<file path="src/rtl/card_row_renderer_pkg.sv">
// rtl/card_row_renderer_pkg.sv - shared colours, slot entry and pipeline flag types
package card_row_renderer_pkg;

   localparam int          CARD_W_MAX = 8;
   localparam logic [11:0] KEY_DEF    = 12'hF0F;
   localparam logic [11:0] BG_DEF     = 12'h000;
   localparam logic [11:0] HL_DEF     = 12'hFF0;

   typedef struct packed {
      logic                  present;
      logic [CARD_W_MAX-1:0] card;
   } slot_entry_t;

   typedef struct packed {
      logic vld;
      logic show;
      logic hl;
   } pix_flags_t;

endpackage

</file>
<file path="src/rtl/card_hand_buffer.sv">
// rtl/card_hand_buffer.sv - shadow/active hand registers with frame-start swap and selection latch
module card_hand_buffer
   import card_row_renderer_pkg::*;
#(
   parameter int SLOTS  = 10,
   parameter int CARD_W = 6
) (
   input  logic              clk,
   input  logic              rst,
   input  logic              frame_start,
   input  logic              wr_en,
   input  logic [3:0]        wr_slot,
   input  logic [CARD_W-1:0] wr_card,
   input  logic              wr_present,
   input  logic              clr_hand,
   input  logic [3:0]        sel_slot,
   input  logic [3:0]        rd_slot,
   output slot_entry_t       rd_entry,
   output logic              rd_sel
);

   slot_entry_t shadow_q [SLOTS];
   slot_entry_t active_q [SLOTS];
   logic [3:0]  sel_q;
   logic        sel_vld_q;
   logic        wr_ok;
   logic        sel_ok;

   assign wr_ok  = wr_en && (int'(wr_slot) < SLOTS);
   assign sel_ok = int'(sel_slot) < SLOTS;

   always_ff @(posedge clk or negedge rst) begin
      if (!rst) begin
         for (int i = 0; i < SLOTS; i++) begin
            shadow_q[i] <= '0;
            active_q[i] <= '0;
         end
         sel_q     <= '0;
         sel_vld_q <= 1'b0;
      end else begin
         if (frame_start) begin
            for (int i = 0; i < SLOTS; i++) active_q[i] <= shadow_q[i];
            sel_q     <= sel_slot;
            sel_vld_q <= sel_ok;
         end
         // later assignment wins, so a write in the same cycle as a clear survives
         for (int i = 0; i < SLOTS; i++) begin
            if (clr_hand) shadow_q[i].present <= 1'b0;
            if (wr_ok && wr_slot == 4'(i)) begin
               shadow_q[i].present <= wr_present;
               shadow_q[i].card    <= CARD_W_MAX'(wr_card);
            end
         end
      end
   end

   // On the frame-start cycle the pixel already belongs to the new frame.
   always_comb begin
      rd_entry = '0;
      rd_sel   = 1'b0;
      if (int'(rd_slot) < SLOTS) begin
         rd_entry = frame_start ? shadow_q[rd_slot] : active_q[rd_slot];
         rd_sel   = frame_start ? (sel_ok && sel_slot == rd_slot)
                                : (sel_vld_q && sel_q == rd_slot);
      end
   end

endmodule

</file>
<file path="src/rtl/card_row_renderer.sv">
// rtl/card_row_renderer.sv - renders one row of card sprites from a block ROM onto the VGA scan
module card_row_renderer
   import card_row_renderer_pkg::*;
#(
   parameter int          SLOTS   = 10,
   parameter int          TILE_W  = 32,
   parameter int          TILE_H  = 46,
   parameter int          ROW_X0  = 0,
   parameter int          ROW_Y0  = 0,
   parameter int          CARD_W  = 6,
   parameter int          ADDR_W  = 15,
   parameter int          ROM_LAT = 1,
   parameter logic [11:0] KEY     = KEY_DEF,
   parameter logic [11:0] BG      = BG_DEF,
   parameter logic [11:0] HL      = HL_DEF,
   parameter int          BLINK   = 16
) (
   input  logic              clk,
   input  logic              rst,
   input  logic [9:0]        h_cnt,
   input  logic [9:0]        v_cnt,
   input  logic              valid,
   input  logic              wr_en,
   input  logic [3:0]        wr_slot,
   input  logic [CARD_W-1:0] wr_card,
   input  logic              wr_present,
   input  logic              clr_hand,
   input  logic [3:0]        sel_slot,
   output logic [ADDR_W-1:0] rom_addr,
   input  logic [11:0]       rom_data,
   output logic [11:0]       pixel,
   output logic              pixel_valid
);

   localparam int PX_W = (TILE_W > 1) ? $clog2(TILE_W) : 1;
   localparam int PY_W = (TILE_H > 1) ? $clog2(TILE_H) : 1;
   localparam int BL_W = $clog2(BLINK) + 1;

   logic              frame_start;
   logic              in_tile;
   logic [PX_W-1:0]   px_cur, col_px_d, col_px_q;
   logic [3:0]        slot_cur, col_slot_d, col_slot_q;
   logic [PY_W-1:0]   py;
   logic              border;
   slot_entry_t       ent;
   logic              ent_sel;
   logic [BL_W-1:0]   blink_cnt_d, blink_cnt_q;
   logic              blink_wrap, phase_d, phase_q, phase_now;
   pix_flags_t        a_d, a_q, tail;
   pix_flags_t        dl_q [ROM_LAT];
   logic [ADDR_W-1:0] rom_addr_d, rom_addr_q;
   logic [11:0]       pixel_d, pixel_q;
   logic              pixel_valid_q;

   assign frame_start = (h_cnt == 10'd0) && (v_cnt == 10'd0);
   assign in_tile     = valid
                        && int'(h_cnt) >= ROW_X0 && int'(h_cnt) < ROW_X0 + SLOTS * TILE_W
                        && int'(v_cnt) >= ROW_Y0 && int'(v_cnt) < ROW_Y0 + TILE_H;
   assign py          = PY_W'(int'(v_cnt) - ROW_Y0);

   // Column counters restart on the row's first column and carry px into slot.
   always_comb begin
      px_cur   = col_px_q;
      slot_cur = col_slot_q;
      if (h_cnt == 10'(ROW_X0)) begin
         px_cur   = '0;
         slot_cur = '0;
      end
      col_px_d   = px_cur + 1'b1;
      col_slot_d = slot_cur;
      if (px_cur == PX_W'(TILE_W - 1)) begin
         col_px_d   = '0;
         col_slot_d = slot_cur + 1'b1;
      end
   end

   assign blink_wrap  = (blink_cnt_q == BL_W'(BLINK - 1));
   assign blink_cnt_d = blink_wrap ? '0 : blink_cnt_q + 1'b1;
   assign phase_d     = blink_wrap ? ~phase_q : phase_q;
   assign phase_now   = frame_start ? phase_d : phase_q;

   card_hand_buffer #(
      .SLOTS  (SLOTS),
      .CARD_W (CARD_W)
   ) u_hand (
      .clk         (clk),
      .rst         (rst),
      .frame_start (frame_start),
      .wr_en       (wr_en),
      .wr_slot     (wr_slot),
      .wr_card     (wr_card),
      .wr_present  (wr_present),
      .clr_hand    (clr_hand),
      .sel_slot    (sel_slot),
      .rd_slot     (slot_cur),
      .rd_entry    (ent),
      .rd_sel      (ent_sel)
   );

   assign border = (px_cur == '0) || (px_cur == PX_W'(TILE_W - 1))
                || (py == '0) || (py == PY_W'(TILE_H - 1));

   always_comb begin
      a_d.vld    = valid;
      a_d.show   = in_tile && ent.present;
      a_d.hl     = in_tile && ent.present && ent_sel && phase_now && border;
      rom_addr_d = rom_addr_q;
      if (in_tile)
         rom_addr_d = ADDR_W'(32'(ent.card) * 32'(TILE_W * TILE_H)
                              + 32'(py) * 32'(TILE_W) + 32'(px_cur));
   end

   assign tail = dl_q[ROM_LAT-1];

   always_comb begin
      pixel_d = rom_data;
      if (!tail.vld)             pixel_d = 12'h000;
      else if (!tail.show)       pixel_d = BG;
      else if (tail.hl)          pixel_d = HL;
      else if (rom_data == KEY)  pixel_d = BG;
   end

   always_ff @(posedge clk or negedge rst) begin
      if (!rst) begin
         col_px_q      <= '0;
         col_slot_q    <= '0;
         blink_cnt_q   <= '0;
         phase_q       <= 1'b0;
         a_q           <= '0;
         for (int k = 0; k < ROM_LAT; k++) dl_q[k] <= '0;
         rom_addr_q    <= '0;
         pixel_q       <= '0;
         pixel_valid_q <= 1'b0;
      end else begin
         col_px_q   <= col_px_d;
         col_slot_q <= col_slot_d;
         if (frame_start) begin
            blink_cnt_q <= blink_cnt_d;
            phase_q     <= phase_d;
         end
         a_q     <= a_d;
         dl_q[0] <= a_q;
         for (int k = 1; k < ROM_LAT; k++) dl_q[k] <= dl_q[k-1];
         rom_addr_q    <= rom_addr_d;
         pixel_q       <= pixel_d;
         pixel_valid_q <= tail.vld;
      end
   end

   assign rom_addr    = rom_addr_q;
   assign pixel       = pixel_q;
   assign pixel_valid = pixel_valid_q;

endmodule

</file>
<file path="config.mk">
export PLATFORM = sky130hd
export DESIGN_NAME = card_row_renderer
export DESIGN_NICKNAME = d
export VERILOG_FILES = /design/src/rtl/card_row_renderer_pkg.sv /design/src/rtl/card_hand_buffer.sv /design/src/rtl/card_row_renderer.sv
export SDC_FILE = /design/constraint.sdc
export NUM_CORES = 1
export LEC_CHECK = 0
export CELL_PAD_IN_SITES_DETAIL_PLACEMENT = 1
export CELL_PAD_IN_SITES_GLOBAL_PLACEMENT = 2
export CORE_ASPECT_RATIO = 0.8
export CORE_UTILIZATION = 31
export DETAILED_ROUTE_END_ITERATION = 8
export GPL_TIMING_DRIVEN = 0
export PLACE_DENSITY_LB_ADDON = 0.1
export SKIP_CTS_REPAIR_TIMING = 1
export SLEW_MARGIN = 15
export SYNTH_ARGS = -nofsm -noshare
export SYNTH_HDL_FRONTEND = slang
export SYNTH_SLANG_ARGS = --single-unit
</file>
<file path="constraint.sdc">
create_clock -name clk -period 11 [get_ports clk]
set_input_delay 1.1 -clock clk [delete_from_list [all_inputs] [get_ports clk]]
set_output_delay 1.1 -clock clk [all_outputs]
set_load 0.05 [all_outputs]
</file>
# Word-level counts from Yosys, hierarchy flattened
# Index checks and enable logic that the tools add are counted.
[classes]
add_sub_neg = 5
multipliers = 1
order_cmp = 6
n_eq_ne = 15
n_mux = 32
bitwise_logic = 2
n_reduce_logical = 38
[op_table]
columns = ["op", "n"]
rows = [
  ["$mux 9", 16],
  ["$bmux 9 s4", 2],
  ["$mux 12", 4],
  ["$logic_and 1x1->1", 20],
  ["$logic_not 10->1", 2],
  ["$reduce_bool 2->1", 10],
  ["$eq 4x3->1 const B", 4],
  ["$add 15x11->15", 1],
  ["$add 15x5->15", 1],
  ["$mux 5", 3],
  ["$eq 12x12->1 const B", 1],
  ["$lt 4x4->1 const B", 3],
  ["$add 5x1->5 const B", 2],
  ["$lt 10x6->1 const B", 1],
  ["$lt 10x9->1 const B", 1],
  ["$mul 8x5->9 const B", 1],
  ["$eq 4x2->1 const B", 2],
  ["$eq 4x4->1", 2],
  ["$eq 4x4->1 const B", 2],
  ["$mux 4", 2],
  ["$eq 6x6->1 const B", 1],
  ["$logic_not 6->1", 1],
  ["$eq 5x4->1 const B", 1],
  ["$eq 5x5->1 const B", 1],
  ["other kinds (9)", 15],
]
[totals]
reg_bits = 194
inputBits = 52
output_inout_bits = 28
elab_cells = 154

# Longest topological paths before layout
# Gate-level depths: netlist (run 1).
[depth]
depth_word = 12
mapped_depth = 23
depth_no_buf = 20

# Hierarchy
# From an unflattened synthesis (run 1), not the netlist that was laid out.
[hier_totals]
hier_cells = 738
hier_area_um2 = 9739.3
[by_module_without_submodules]
columns = ["module", "instances", "cells_each", "area_per_inst_um2", "seq_area_each_um2"]
rows = [
  ["card_hand_buffer", 1, 477, 6897.9, 3628.5],
  ["card_row_renderer", 1, 261, 2841.5, 1226.2],
]

# Worst setup path before layout (run 1)
# OpenSTA, ideal clock, no wires.
[synth_timing]
kind = "in2reg"
startpoint = "input h_cnt[8]"
endpoint = "register rom_addr_q[14] (netlist: rom_addr[14])"
setup_ns = 0.131
arrival_ns = 5.886
required_time_ns = 10.869
slack_ns = 4.983
stages = 21
cell_sequence = "or4_4 -> o31ai_4 -> buf_4 -> buf_2 -> nand2_1 -> a311oi_1 -> a21oi_1 -> o221ai_1 -> ha_1 -> inv_1 -> fa_1 -> fa_1 -> inv_1 -> ha_1 -> or2_2 -> o31ai_1 -> xnor2_1 -> o2111ai_1 -> xnor2_1 -> xnor2_1 -> o21ai_1"
[synth_between]
elab_chain_cells = 11
elab_cells_between_ends = 20
cone_classes = "2 x add/sub; 1 x mul; 2 x order compare; 10 x mux; 1 x bitwise; 4 x reduce/logical"
[synth_lines]
columns = ["item", "line_no", "rtl"]
rows = [
  ["start, declared", "card_row_renderer.sv:20", "input logic [9:0] h_cnt,"],
  ["$logic_not 10->1", "card_row_renderer.sv:55, card_row_renderer.sv:65", ""],
  ["$mux 4", "card_row_renderer.sv:65", "if (h_cnt == 10'(ROW_X0)) begin"],
  ["$not 4->5 (implied by the code)", "card_hand_buffer.sv:62", "rd_entry = frame_start ? shadow_q[rd_slot] : active_q[rd_slot];"],
  ["$bmux 9 s4", "card_hand_buffer.sv:62", ""],
  ["$mux 9 (implied by the code) (2 in series)", "card_hand_buffer.sv:62", ""],
  ["$mux 9", "card_hand_buffer.sv:62", ""],
  ["$mux 9", "card_hand_buffer.sv:61", "if (int'(rd_slot) < SLOTS) begin"],
  ["$mul 8x5->9", "card_row_renderer.sv:109", "rom_addr_d = ADDR_W'(32'(ent.card) * 32'(TILE_W * TILE_H)"],
  ["$add 15x11->15", "card_row_renderer.sv:110", "+ 32'(py) * 32'(TILE_W) + 32'(px_cur));"],
  ["$add 15x5->15", "card_row_renderer.sv:110", ""],
  ["end signal, assigned", "card_row_renderer.sv:144", "rom_addr_q <= rom_addr_d;"],
  ["end, declared", "card_row_renderer.sv:51", "logic [ADDR_W-1:0] rom_addr_d, rom_addr_q;"],
]
# Parallel ways exist; a longest one is shown, timed or not. The select of a mux whose other input is x is not followed.
# A chain may end at the register's enable or synchronous reset.

# Final worst setup path (run 1)
# Same ends and word-level chain as after synthesis.

==> flow_summary_export.csv, run 1 <==
group,metric,value,unit
grt,maximum_number_of_pins_on_one_net_before_global_route_repair,88,
logic_synthesis,number_of_flops_mapped_to_enable_cells_by_yosys,0,
placed_design,port-buffer-count,72,
drt,drt_iter0_markers,353,
drt,drt_pass1_iterations,4,
critical_path,endpoint_kind,"register",
grt,grt_pass1_wl,43200,µm
drt,routed.top_layer,"met4",
logic_synthesis,yosys_warnings,0,
critical_path,r2r_slack,4.83,ns
logic_synthesis,post_synth_cell_types,62,
logic_synthesis,synth.yosys.seq_area_share,52.8,%
sta,timing.final.hold_violations,0,
cts,cts_root_buf,"sky130_fd_sc_hd__clkbuf_16",
critical_path,r2r_start,"col_slot_q[2]",
sta,setup-tns-final,0,ns
worst_hold_path,hp-class,"register to register",
sta,hold_ws,0.350,ns
placed_design,place_congestion,0.728,
logic_synthesis,synth_seq_cells,194,
finish,multi_input_comb_area,4090,µm²
critical_path,worst-r2r-cell-count,21,
drt,detail_route_met2_wl,11900,µm
floorplan,initial_utilization,32.0,%
logic_synthesis,synth_flop_cell,"sky130_fd_sc_hd__dfrtp_1",
sta,setup_viol,0,
sta,max-slew-margin-rel,37.6,%
logic_synthesis,post_synth_instance_area,9190,µm²
drt,met3RoutedLength,631,µm
placed_design,preCtsSetupSlack,3.12,ns
finish,fillers,3200,
floorplan,core_region_area,28700,µm²
cts,clock-sinks,194,
drt,wl_met1,13900,µm
placed_design,dpl.cell_count,1336,
critical_path,critPathRequiredTime,11.32,ns
cts,tritoncts_buffer_count,17,
grt,global_route.usage.total,18.9,%
power_and_ir_drop,fin_total_pwr,0.00217,W
outcome,outcome,"finished, final reports clean",
drt,dr_total_vias,6789,
cts,cts_buffer_depth,2,
floorplan,row_count,55,
sta,timing_worst_slew_pin_value,0.933,ns
drt,route.detailed.drc,0,
finish,syn2layout_area_growth,20.2,%
critical_path,critical_path.startpoint_type,"input port",
placed_design,dp.final_hpwl,19200,µm
critical_path,worstReg2RegEnd,"rom_addr[14]",
logic_synthesis,synth_area_leaders,"sky130_fd_sc_hd__dfrtp_1 53%, sky130_fd_sc_hd__nand2_1 11%, sky130_fd_sc_hd__mux2_2 7.8%",
logic_synthesis,post_synth_inst_count,889,
critical_path,critical_path.max_fanout,10,
power_and_ir_drop,power.density,196,nW/µm²
cts,tritoncts_clock_tree,"built",
sta,grt_setup_unrepaired,"false",
critical_path,worst_setup_path_startpoint,"h_cnt[8]",
logic_synthesis,mappedNetlistNets,975,
power_and_ir_drop,leak_pwr,5.19,nW
cts,cts_htree_levels,4,
drt,wl_per_cell,19.6,µm
critical_path,timing.critical_path.to,"rom_addr[14]",
sta,layout_worst_path_cycle_share,67.2,%
sta,finClkSkew,0.00947,ns
logic_synthesis,synth.cells.most_frequent,"270 x sky130_fd_sc_hd__nand2_1, 194 x sky130_fd_sc_hd__dfrtp_1, 64 x sky130_fd_sc_hd__mux2_2",
drt,detail-route-antenna-nets,0,
drt,wl,26700,µm
power_and_ir_drop,worst_ir_drop_vdd,0.112,mV
job,max_cap_violations,0,
critical_path,worst-endpoint-arrival,7.71,ns
sta,final.setup.worst_slack,3.61,ns
finish,final-seq-area,4850,µm²
floorplan,io_pins,80,
sta,fmaxAchievable,0.135,GHz
sta,post-route-min-period,7.39,ns
logic_synthesis,yosys.area.top_type,"sky130_fd_sc_hd__dfrtp_1",
finish,finalNetCount,1071,
finish,final_std_cells_w_o_fill,1366,
grt,grt_overflow_total,0,
finish,post_route_cells_drive_above_1_share,12.0,%
critical_path,timing.setup.critical_path_class,"input port to register",
floorplan,die_width,194,µm
floorplan,design.die.area,30300,µm²
cts,cts.clk_slew.worst_paths,0.07,ns
grt,antenna_found_initial,0,
floorplan,die_height,156,µm
logic_synthesis,avgSynthCellArea,10.3,µm²
drt,viasPerCell,4.97,
logic_synthesis,synthMostInstantiatedCell,"sky130_fd_sc_hd__nand2_1",
sta,report.final.slew_viol_count,0,
cts,clkLatencyLatePin,0.44,ns
grt,grt_pass1_vias,7224,
logic_synthesis,synth_async_sr_flop_share,100,%
logic_synthesis,synth_largest_type_area_fraction,52.8,%
finish,antennaDiodeCount,0,
-- per-stage QoR --
stage	utilization [%]	cell area [µm²]
global placement	36.1	10400
global route	38.5	11000
floorplan	-	9190
CTS	38.5	11000
finish	38.5	11000
detailed placement	36.5	10500
-- flip-flops by register name, indices dropped and copies added, names as in the netlist --
| register | count |
|---|---|
| col_px_q | 5 |
| dl_q | 3 |
| u_hand.sel_q | 4 |
| pixel_valid | 1 |
| u_hand.active_q | 70 |
| phase_q | 1 |
| blink_cnt_q | 5 |
| u_hand.sel_vld_q | 1 |
| pixel | 12 |
| rom_addr | 15 |
| a_q | 3 |
| col_slot_q | 4 |
| u_hand.shadow_q | 70 |
-- per-layer routing --
layer / vias to the layer above / track usage, %
li1: 3216 / -
met1: 3469 / 27.8
met2: 84 / 28.8
met3: 20 / 3.09
met4: 0 / 4.69
met5: - / 0
-- logic make-up (layout without fill, tap and decap cells) --
group	after synthesis	in the layout	synth area share, %
DFF	194	194	52.8
muxes	82	82	10.4
xor gates and xnor gates	24	24	2.29
buffers and inverters	66	173	2.82
adders and majority gates	34	34	5.20
AOI/OAI and AO/OA	107	107	8.35
and+or+nand+nor	382	382	18.1
-- critical path, stage by stage --
cell and delay, ns:
sky130_fd_sc_hd__clkdlybuf4s50_1 0.48, sky130_fd_sc_hd__nor4_1 0.75, sky130_fd_sc_hd__nand3_1 0.22, sky130_fd_sc_hd__clkbuf_1 0.33, sky130_fd_sc_hd__nand2_1 0.22, sky130_fd_sc_hd__clkbuf_1 0.47, sky130_fd_sc_hd__a211oi_1 0.18, sky130_fd_sc_hd__a311oi_1 0.29
sky130_fd_sc_hd__a21oi_1 0.08, sky130_fd_sc_hd__o221ai_1 0.51, sky130_fd_sc_hd__ha_1 0.34, sky130_fd_sc_hd__inv_1 0.08, sky130_fd_sc_hd__fa_1 0.45, sky130_fd_sc_hd__fa_1 0.52, sky130_fd_sc_hd__inv_1 0.04, sky130_fd_sc_hd__ha_1 0.33
sky130_fd_sc_hd__or2_2 0.32, sky130_fd_sc_hd__o311ai_0 0.16, sky130_fd_sc_hd__a21oi_1 0.16, sky130_fd_sc_hd__xnor2_1 0.29, sky130_fd_sc_hd__xnor2_1 0.17, sky130_fd_sc_hd__xnor2_1 0.15, sky130_fd_sc_hd__o21ai_1 0.07
-- cell usage in the layout (no fill, tap or decap), types with 10 or more instances in the layout --
cell type                         synthesis  routed
sky130_fd_sc_hd__a21oi_1                 16      16
sky130_fd_sc_hd__and2_1                  11      11
sky130_fd_sc_hd__clkbuf_1                31      33
sky130_fd_sc_hd__clkbuf_16                0      17
sky130_fd_sc_hd__clkdlybuf4s50_1          0      71
sky130_fd_sc_hd__dfrtp_1                194     194
sky130_fd_sc_hd__ha_1                    27      27
sky130_fd_sc_hd__inv_1                   23      23
sky130_fd_sc_hd__mux2_2                  64      64
sky130_fd_sc_hd__nand2_1                270     270
sky130_fd_sc_hd__nand3_1                 10      10
sky130_fd_sc_hd__nand3b_1                10      10
sky130_fd_sc_hd__nor2_1                  37      37
sky130_fd_sc_hd__o21ai_0                 17      17
sky130_fd_sc_hd__o21ai_1                 15      15
sky130_fd_sc_hd__xnor2_1                 19      19
-- power by group --
group | internal, W | switching, W
combinational | 0.000286 | 0.000416
clock | 0.000344 | 0.000282
sequential | 0.000790 | 0.0000469
-- how the worst min path moves through the flow --
stage               depth (start not counted)   start      end  slack, ns
floorplan                                   0  a_q[0]  dl_q[0]       0.33
CTS                                         0  a_q[1]  dl_q[1]       0.35
global placement                            0  a_q[1]  dl_q[1]       0.33
finish                                      0  a_q[1]  dl_q[1]       0.35
global route                                0  a_q[1]  dl_q[1]       0.36
detailed placement                          0  a_q[1]  dl_q[1]       0.34
-- cell type report --
class | instances | area share, %
flip-flops and latches | 194 | 44.0
well taps | 370 | 4.19
multi-input cells | 629 | 37.0
repair buffers | 77 | 7.31
plain buffers | 42 | 1.53
clock buffers | 21 | 4.17
inverters | 24 | 0.816
clock inverters | 9 | 0.963
No activity file was read; power rests on OpenSTA's default activity.
==> run 2: changes to the inputs <==
Clock period 11 ns to 6.4 ns, I/O delays scaled along.
==> run 2 against run 1 <==
Net effect:
- global-route usage is the same
- worst hold slack worse by 0.30 ns
- core utilization is 0.32 points higher
- count of clock-buffer cells in the layout did not move
- largest power group unchanged
- combinational power is 75% higher
- largest cell class unchanged
- sequential power up 72%
- first-iteration DRC count down 6.5%
- sequential share of layout area down 0.36 points
- non-clock buffer count rose by 2
==> flow_summary_export.csv, run 2 (same netlist as run 1, synthesis figures left out) <==
group,metric,value,unit
cts,cts_root_buf,"sky130_fd_sc_hd__clkbuf_16",
sta,report.final.slew_viol_count,0,
power_and_ir_drop,combinationalPowerShare,32.8,%
cts,tritoncts_clock_tree,"built",
finish,antennaDiodeCount,0,
critical_path,critPathRequiredTime,6.71,ns
outcome,outcome,"finished, final reports clean",
floorplan,io_pins,80,
worst_hold_path,hp-class,"input port to asynchronous set/reset pin",
cts,tritoncts_buffer_count,17,
cts,clock-sinks,194,
sta,grt_setup_unrepaired,"false",
drt,dr_total_vias,6816,
power_and_ir_drop,leak_pwr,5.22,nW
critical_path,worstReg2RegEnd,"rom_addr[14]",
critical_path,r2r_start,"col_slot_q[2]",
grt,global_route.usage.total,18.9,%
sta,max-slew-margin-rel,35.7,%
critical_path,endpoint_kind,"register",
power_and_ir_drop,sequentialPowerShare,38.5,%
critical_path,timing.setup.critical_path_class,"input port to register",
sta,post-route-min-period,6.09,ns
floorplan,design.die.area,30300,µm²
drt,route.detailed.drc,0,
drt,drt_iter0_markers,330,
sta,hold_ws,0.0472,ns
grt,grt_overflow_total,0,
sta,timing_worst_slew_pin_value,0.962,ns
finish,syn2layout_area_growth,21.2,%
grt,maximum_number_of_pins_on_one_net_before_global_route_repair,88,
cts,cts_htree_levels,4,
placed_design,place_congestion,0.728,
job,max_cap_violations,0,
critical_path,worst_setup_path_startpoint,"h_cnt[8]",
sta,final.setup.worst_slack,0.307,ns
critical_path,timing.critical_path.to,"rom_addr[14]",
drt,wl_per_cell,19.6,µm
sta,setup-tns-final,0,ns
floorplan,core_region_area,28700,µm²
sta,fmaxAchievable,0.164,GHz
grt,grt_pass1_wl,43200,µm
grt,antenna_found_initial,0,
power_and_ir_drop,power.switching,0.00128,W
cts,clkLatencyLatePin,0.45,ns
placed_design,dpl.cell_count,1336,
sta,finClkSkew,0.0122,ns
finish,finalNetCount,1073,
critical_path,r2r_slack,0.58,ns
drt,viasPerCell,4.98,
placed_design,dp.final_hpwl,19200,µm
power_and_ir_drop,clock_power_share,28.7,%
placed_design,port-buffer-count,72,
floorplan,die_height,156,µm
sta,setup_viol,0,
placed_design,preCtsSetupSlack,-1.02,ns
floorplan,initial_utilization,32.0,%
power_and_ir_drop,worst_ir_drop_vdd,0.193,mV
cts,cts_buffer_depth,2,
critical_path,worst-r2r-cell-count,20,
floorplan,row_count,55,
drt,detail-route-antenna-nets,0,
drt,drt_pass1_iterations,4,
finish,final_design_area_no_fill,11100,µm²
power_and_ir_drop,sw_frac_of_total,34.3,%
critical_path,critical_path.startpoint_type,"input port",
floorplan,die_width,194,µm
drt,wl,26800,µm
critical_path,worst-endpoint-arrival,6.41,ns
critical_path,critical_path.max_fanout,10,
sta,timing.final.hold_violations,0,
power_and_ir_drop,p_int,0.00246,W
power_and_ir_drop,power.density,336,nW/µm²
finish,mostFrequentLayoutCell,"sky130_fd_sc_hd__nand2_1",
finish,final_cell_mix,"269 x sky130_fd_sc_hd__nand2_1, 194 x sky130_fd_sc_hd__dfrtp_1, 71 x sky130_fd_sc_hd__clkdlybuf4s50_1",
grt,grt_pass1_vias,7224,
cts,cts.clk_slew.worst_paths,0.07,ns
finish,final_std_cells_w_o_fill,1368,
placed_design,dpl-instance-area,10500,µm²
sta,layout_worst_path_cycle_share,95.2,%
finish,post_route_cells_drive_above_1_share,13.5,%
## run 2: cell count changes in the layout (fill, tap and decap cells not counted), sizes merged
| cell | before | now |
|---|---|---|
| clkbuf | 52 | 50 |
| buf | 17 | 21 |
## run 2: layout make-up
cell class | instances | area [µm²]
repair buffers | 80 | 830
multi-input cells | 629 | 4160
flip-flops and latches | 194 | 4850
clock buffers | 21 | 460
clock inverters | 9 | 106
fillers | 3191 | 17600
plain buffers | 41 | 168
inverters | 24 | 90.1
well taps | 370 | 463
## run 2: how the worst min path moves through the flow
| stage | depth (start not counted) | slack [ns] | endpoint |
|---|---|---|---|
| global placement | 0 | 0.33 | dl_q[1] |
| detailed placement | 0 | 0.34 | dl_q[1] |
| finish | 1 | 0.05 | pixel[3] |
| CTS | 1 | 0.03 | pixel[10] |
| global route | 1 | 0.04 | pixel[3] |
| floorplan | 0 | 0.33 | dl_q[0] |
## run 2: per-layer routing
layer | wire (µm) | part of all wire (%) | vias up | track usage [%]
met5 | 0 | 0 | - | 0
met4 | 380 | 1.4 | 0 | 4.69
met3 | 753 | 2.8 | 18 | 3.09
met2 | 11900 | 44 | 104 | 28.8
met1 | 13800 | 51 | 3476 | 27.8
li1 | - | - | 3218 | -
## run 2: worst max-delay path, stage by stage
cell and delay [ns]:
sky130_fd_sc_hd__clkdlybuf4s50_1 0.53, sky130_fd_sc_hd__or4_4 0.65, sky130_fd_sc_hd__o31ai_4 0.23, sky130_fd_sc_hd__buf_4 0.24, sky130_fd_sc_hd__buf_2 0.32, sky130_fd_sc_hd__nand2_1 0.09
sky130_fd_sc_hd__a311oi_1 0.34, sky130_fd_sc_hd__a21oi_1 0.11, sky130_fd_sc_hd__o221ai_2 0.30, sky130_fd_sc_hd__ha_1 0.30, sky130_fd_sc_hd__ha_1 0.28, sky130_fd_sc_hd__inv_1 0.05
sky130_fd_sc_hd__fa_1 0.50, sky130_fd_sc_hd__inv_1 0.04, sky130_fd_sc_hd__ha_1 0.33, sky130_fd_sc_hd__nor2b_1 0.16, sky130_fd_sc_hd__o311ai_0 0.46, sky130_fd_sc_hd__a21oi_1 0.16
sky130_fd_sc_hd__xnor2_1 0.27, sky130_fd_sc_hd__xnor2_1 0.17, sky130_fd_sc_hd__xnor2_1 0.15, sky130_fd_sc_hd__o21ai_1 0.08
## run 2: stage by stage
stage,power [W],util (%)
2_1_floorplan,0.00229,-
3_3_place_gp,0.00267,36.1
3_5_place_dp,0.00268,36.5
4_1_cts,0.00378,38.5
5_1_grt,0.00399,38.8
6_report,0.00374,38.8
## run 2: power by group through the flow
stage	registers, W	clock network (W)	logic (W)
2_1_floorplan	0.00151	0	0.000779
3_3_place_gp	0.00146	0	0.00120
3_5_place_dp	0.00146	0	0.00122
4_1_cts	0.00144	0.00112	0.00123
5_1_grt	0.00146	0.00115	0.00138
6_report	0.00144	0.00107	0.00123
==> run 3: changes to the inputs <==
Settings changed: CORE_MARGIN set to 2, CTS_CLUSTER_DIAMETER set to 60.
==> run 3 against run 2 <==
Net effect:
- core utilization is 0.52 points lower
- setup slack improved by 0.031 ns
- critical path depth did not move
- sequential power hardly changed
- highest routed layer unchanged
==> flow_summary_export.csv, run 3 (same netlist as run 1, synthesis figures left out) <==
group,metric,value,unit
floorplan,row_count,56,
placed_design,port-buffer-count,72,
sta,grt_setup_unrepaired,"false",
sta,setup-tns-final,0,ns
floorplan,design.die.area,31000,µm²
grt,maximum_number_of_pins_on_one_net_before_global_route_repair,78,
drt,wl_per_cell,19.5,µm
critical_path,timing.setup.critical_path_class,"input port to register",
drt,drt_iter0_markers,274,
placed_design,place_congestion,0.716,
sta,finClkSkew,0.00949,ns
finish,post_route_cells_drive_above_1_share,13.8,%
grt,global_route.usage.total,18.3,%
outcome,outcome,"finished, final reports clean",
finish,final_design_area_no_fill,11200,µm²
critical_path,critical_path.startpoint_type,"input port",
finish,mostFrequentLayoutCell,"sky130_fd_sc_hd__nand2_1",
critical_path,critical_path.max_fanout,10,
sta,max-slew-margin-rel,39.0,%
floorplan,die_height,158,µm
drt,wl,26900,µm
floorplan,initial_utilization,31.4,%
floorplan,core_region_area,29200,µm²
placed_design,dpl.cell_count,1344,
grt,antenna_found_initial,0,
power_and_ir_drop,power.density,339,nW/µm²
grt,grt_pass1_wl,42300,µm
finish,final_cell_mix,"269 x sky130_fd_sc_hd__nand2_1, 194 x sky130_fd_sc_hd__dfrtp_1, 71 x sky130_fd_sc_hd__clkdlybuf4s50_1",
cts,cts_buffer_depth,2,
finish,finalNetCount,1074,
cts,clock-sinks,194,
floorplan,die_width,196,µm
placed_design,dp.final_hpwl,19400,µm
drt,dr_total_vias,6706,
cts,clkLatencyLatePin,0.44,ns
cts,cts_htree_levels,4,
critical_path,worst-r2r-cell-count,18,
drt,route.detailed.drc,0,
finish,antennaDiodeCount,0,
critical_path,endpoint_kind,"register",
finish,syn2layout_area_growth,21.7,%
drt,viasPerCell,4.87,
placed_design,dpl-instance-area,10500,µm²
critical_path,worst-endpoint-arrival,6.37,ns
power_and_ir_drop,worst_ir_drop_vdd,0.187,mV
sta,report.final.slew_viol_count,0,
cts,cts_root_buf,"sky130_fd_sc_hd__clkbuf_16",
cts,tritoncts_buffer_count,17,
worst_hold_path,hp-class,"input port to asynchronous set/reset pin",
cts,tritoncts_clock_tree,"built",
sta,timing.final.hold_violations,0,
sta,fmaxAchievable,0.165,GHz
sta,timing_worst_slew_pin_value,0.911,ns
finish,final_std_cells_w_o_fill,1378,
critical_path,critPathRequiredTime,6.71,ns
grt,grt_overflow_total,0,
grt,grt_pass1_vias,6979,
drt,drt_pass1_iterations,4,
drt,detail-route-antenna-nets,0,
cts,cts.clk_slew.worst_paths,0.07,ns
floorplan,io_pins,80,
sta,post-route-min-period,6.06,ns
sta,setup_viol,0,
job,max_cap_violations,0,
sta,layout_worst_path_cycle_share,94.7,%
power_and_ir_drop,leak_pwr,5.24,nW
## run 3: cell count changes in the layout (fill, tap and decap cells not counted), sizes merged
cell and delta:
buf +1, clkinvlp +1, inv +1
## run 3: per-layer routing
metal	track usage, %	vias to the layer above	wire, µm
met5	0	-	0
met4	3.57	0	167
met3	2.88	9	770
met2	29.3	76	12300
met1	26.3	3400	13600
li1	-	3221	-
## run 3: power by group
| group | switching (W) | leakage (nW) | internal, W |
|---|---|---|---|
| Combinational | 0.000729 | 2.39 | 0.000508 |
| Clock | 0.000503 | 0.282 | 0.000610 |
| Sequential | 0.0000810 | 2.57 | 0.00136 |
## run 3: worst max-delay path: stages
cell                              delay [ns]
sky130_fd_sc_hd__clkdlybuf4s50_1        0.47
sky130_fd_sc_hd__or4_4                  0.63
sky130_fd_sc_hd__o31ai_4                0.30
sky130_fd_sc_hd__buf_6                  0.20
sky130_fd_sc_hd__buf_2                  0.31
sky130_fd_sc_hd__nand2_1                0.09
sky130_fd_sc_hd__a311oi_1               0.27
sky130_fd_sc_hd__a21oi_1                0.08
sky130_fd_sc_hd__o221ai_1               0.44
sky130_fd_sc_hd__ha_1                   0.32
sky130_fd_sc_hd__ha_1                   0.29
sky130_fd_sc_hd__inv_1                  0.05
sky130_fd_sc_hd__fa_1                   0.49
sky130_fd_sc_hd__inv_1                  0.04
sky130_fd_sc_hd__ha_1                   0.33
sky130_fd_sc_hd__nor2b_1                0.17
sky130_fd_sc_hd__o311ai_0               0.38
sky130_fd_sc_hd__a21oi_1                0.14
sky130_fd_sc_hd__xnor2_1                0.27
sky130_fd_sc_hd__xnor2_1                0.17
sky130_fd_sc_hd__xnor2_1                0.17
sky130_fd_sc_hd__o21ai_1                0.09
## run 3: final cells by class
type / instances / area, µm²
inverter: 24 / 90.1
timing repair buffer: 81 / 832
clock buffer: 21 / 470
multi-input combinational: 629 / 4170
tap: 377 / 472
buffer: 41 / 171
clock inverter: 11 / 126
sequential: 194 / 4850
fill: 3277 / 18000
## run 3: stage by stage
stage	hold slack, ns	total power (W)	util (%)	setup WS (ns)
after floorplan	0.331	0.00229	-	0.843
after global routing	0.0929	0.00403	38.3	0.00919
after detailed placement	0.336	0.00269	35.9	-1.02
after global placement	0.334	0.00268	35.5	-4.19
final	0.0772	0.00379	38.3	0.337
after CTS	0.0804	0.00383	37.9	-0.566
## run 3: worst paths after layout
kind / to / slack, ns / startpoint
min: pixel[4] / 0.08 / rst
max in group asynchronous: u_hand.shadow_q[13] / 5.21 / rst
min in group clk: dl_q[1] / 0.35 / a_q[1]
max reg2reg: rom_addr[14] / 0.70 / col_slot_q[0]
min reg2reg: dl_q[1] / 0.35 / a_q[1]
max: rom_addr[14] / 0.34 / h_cnt[9]
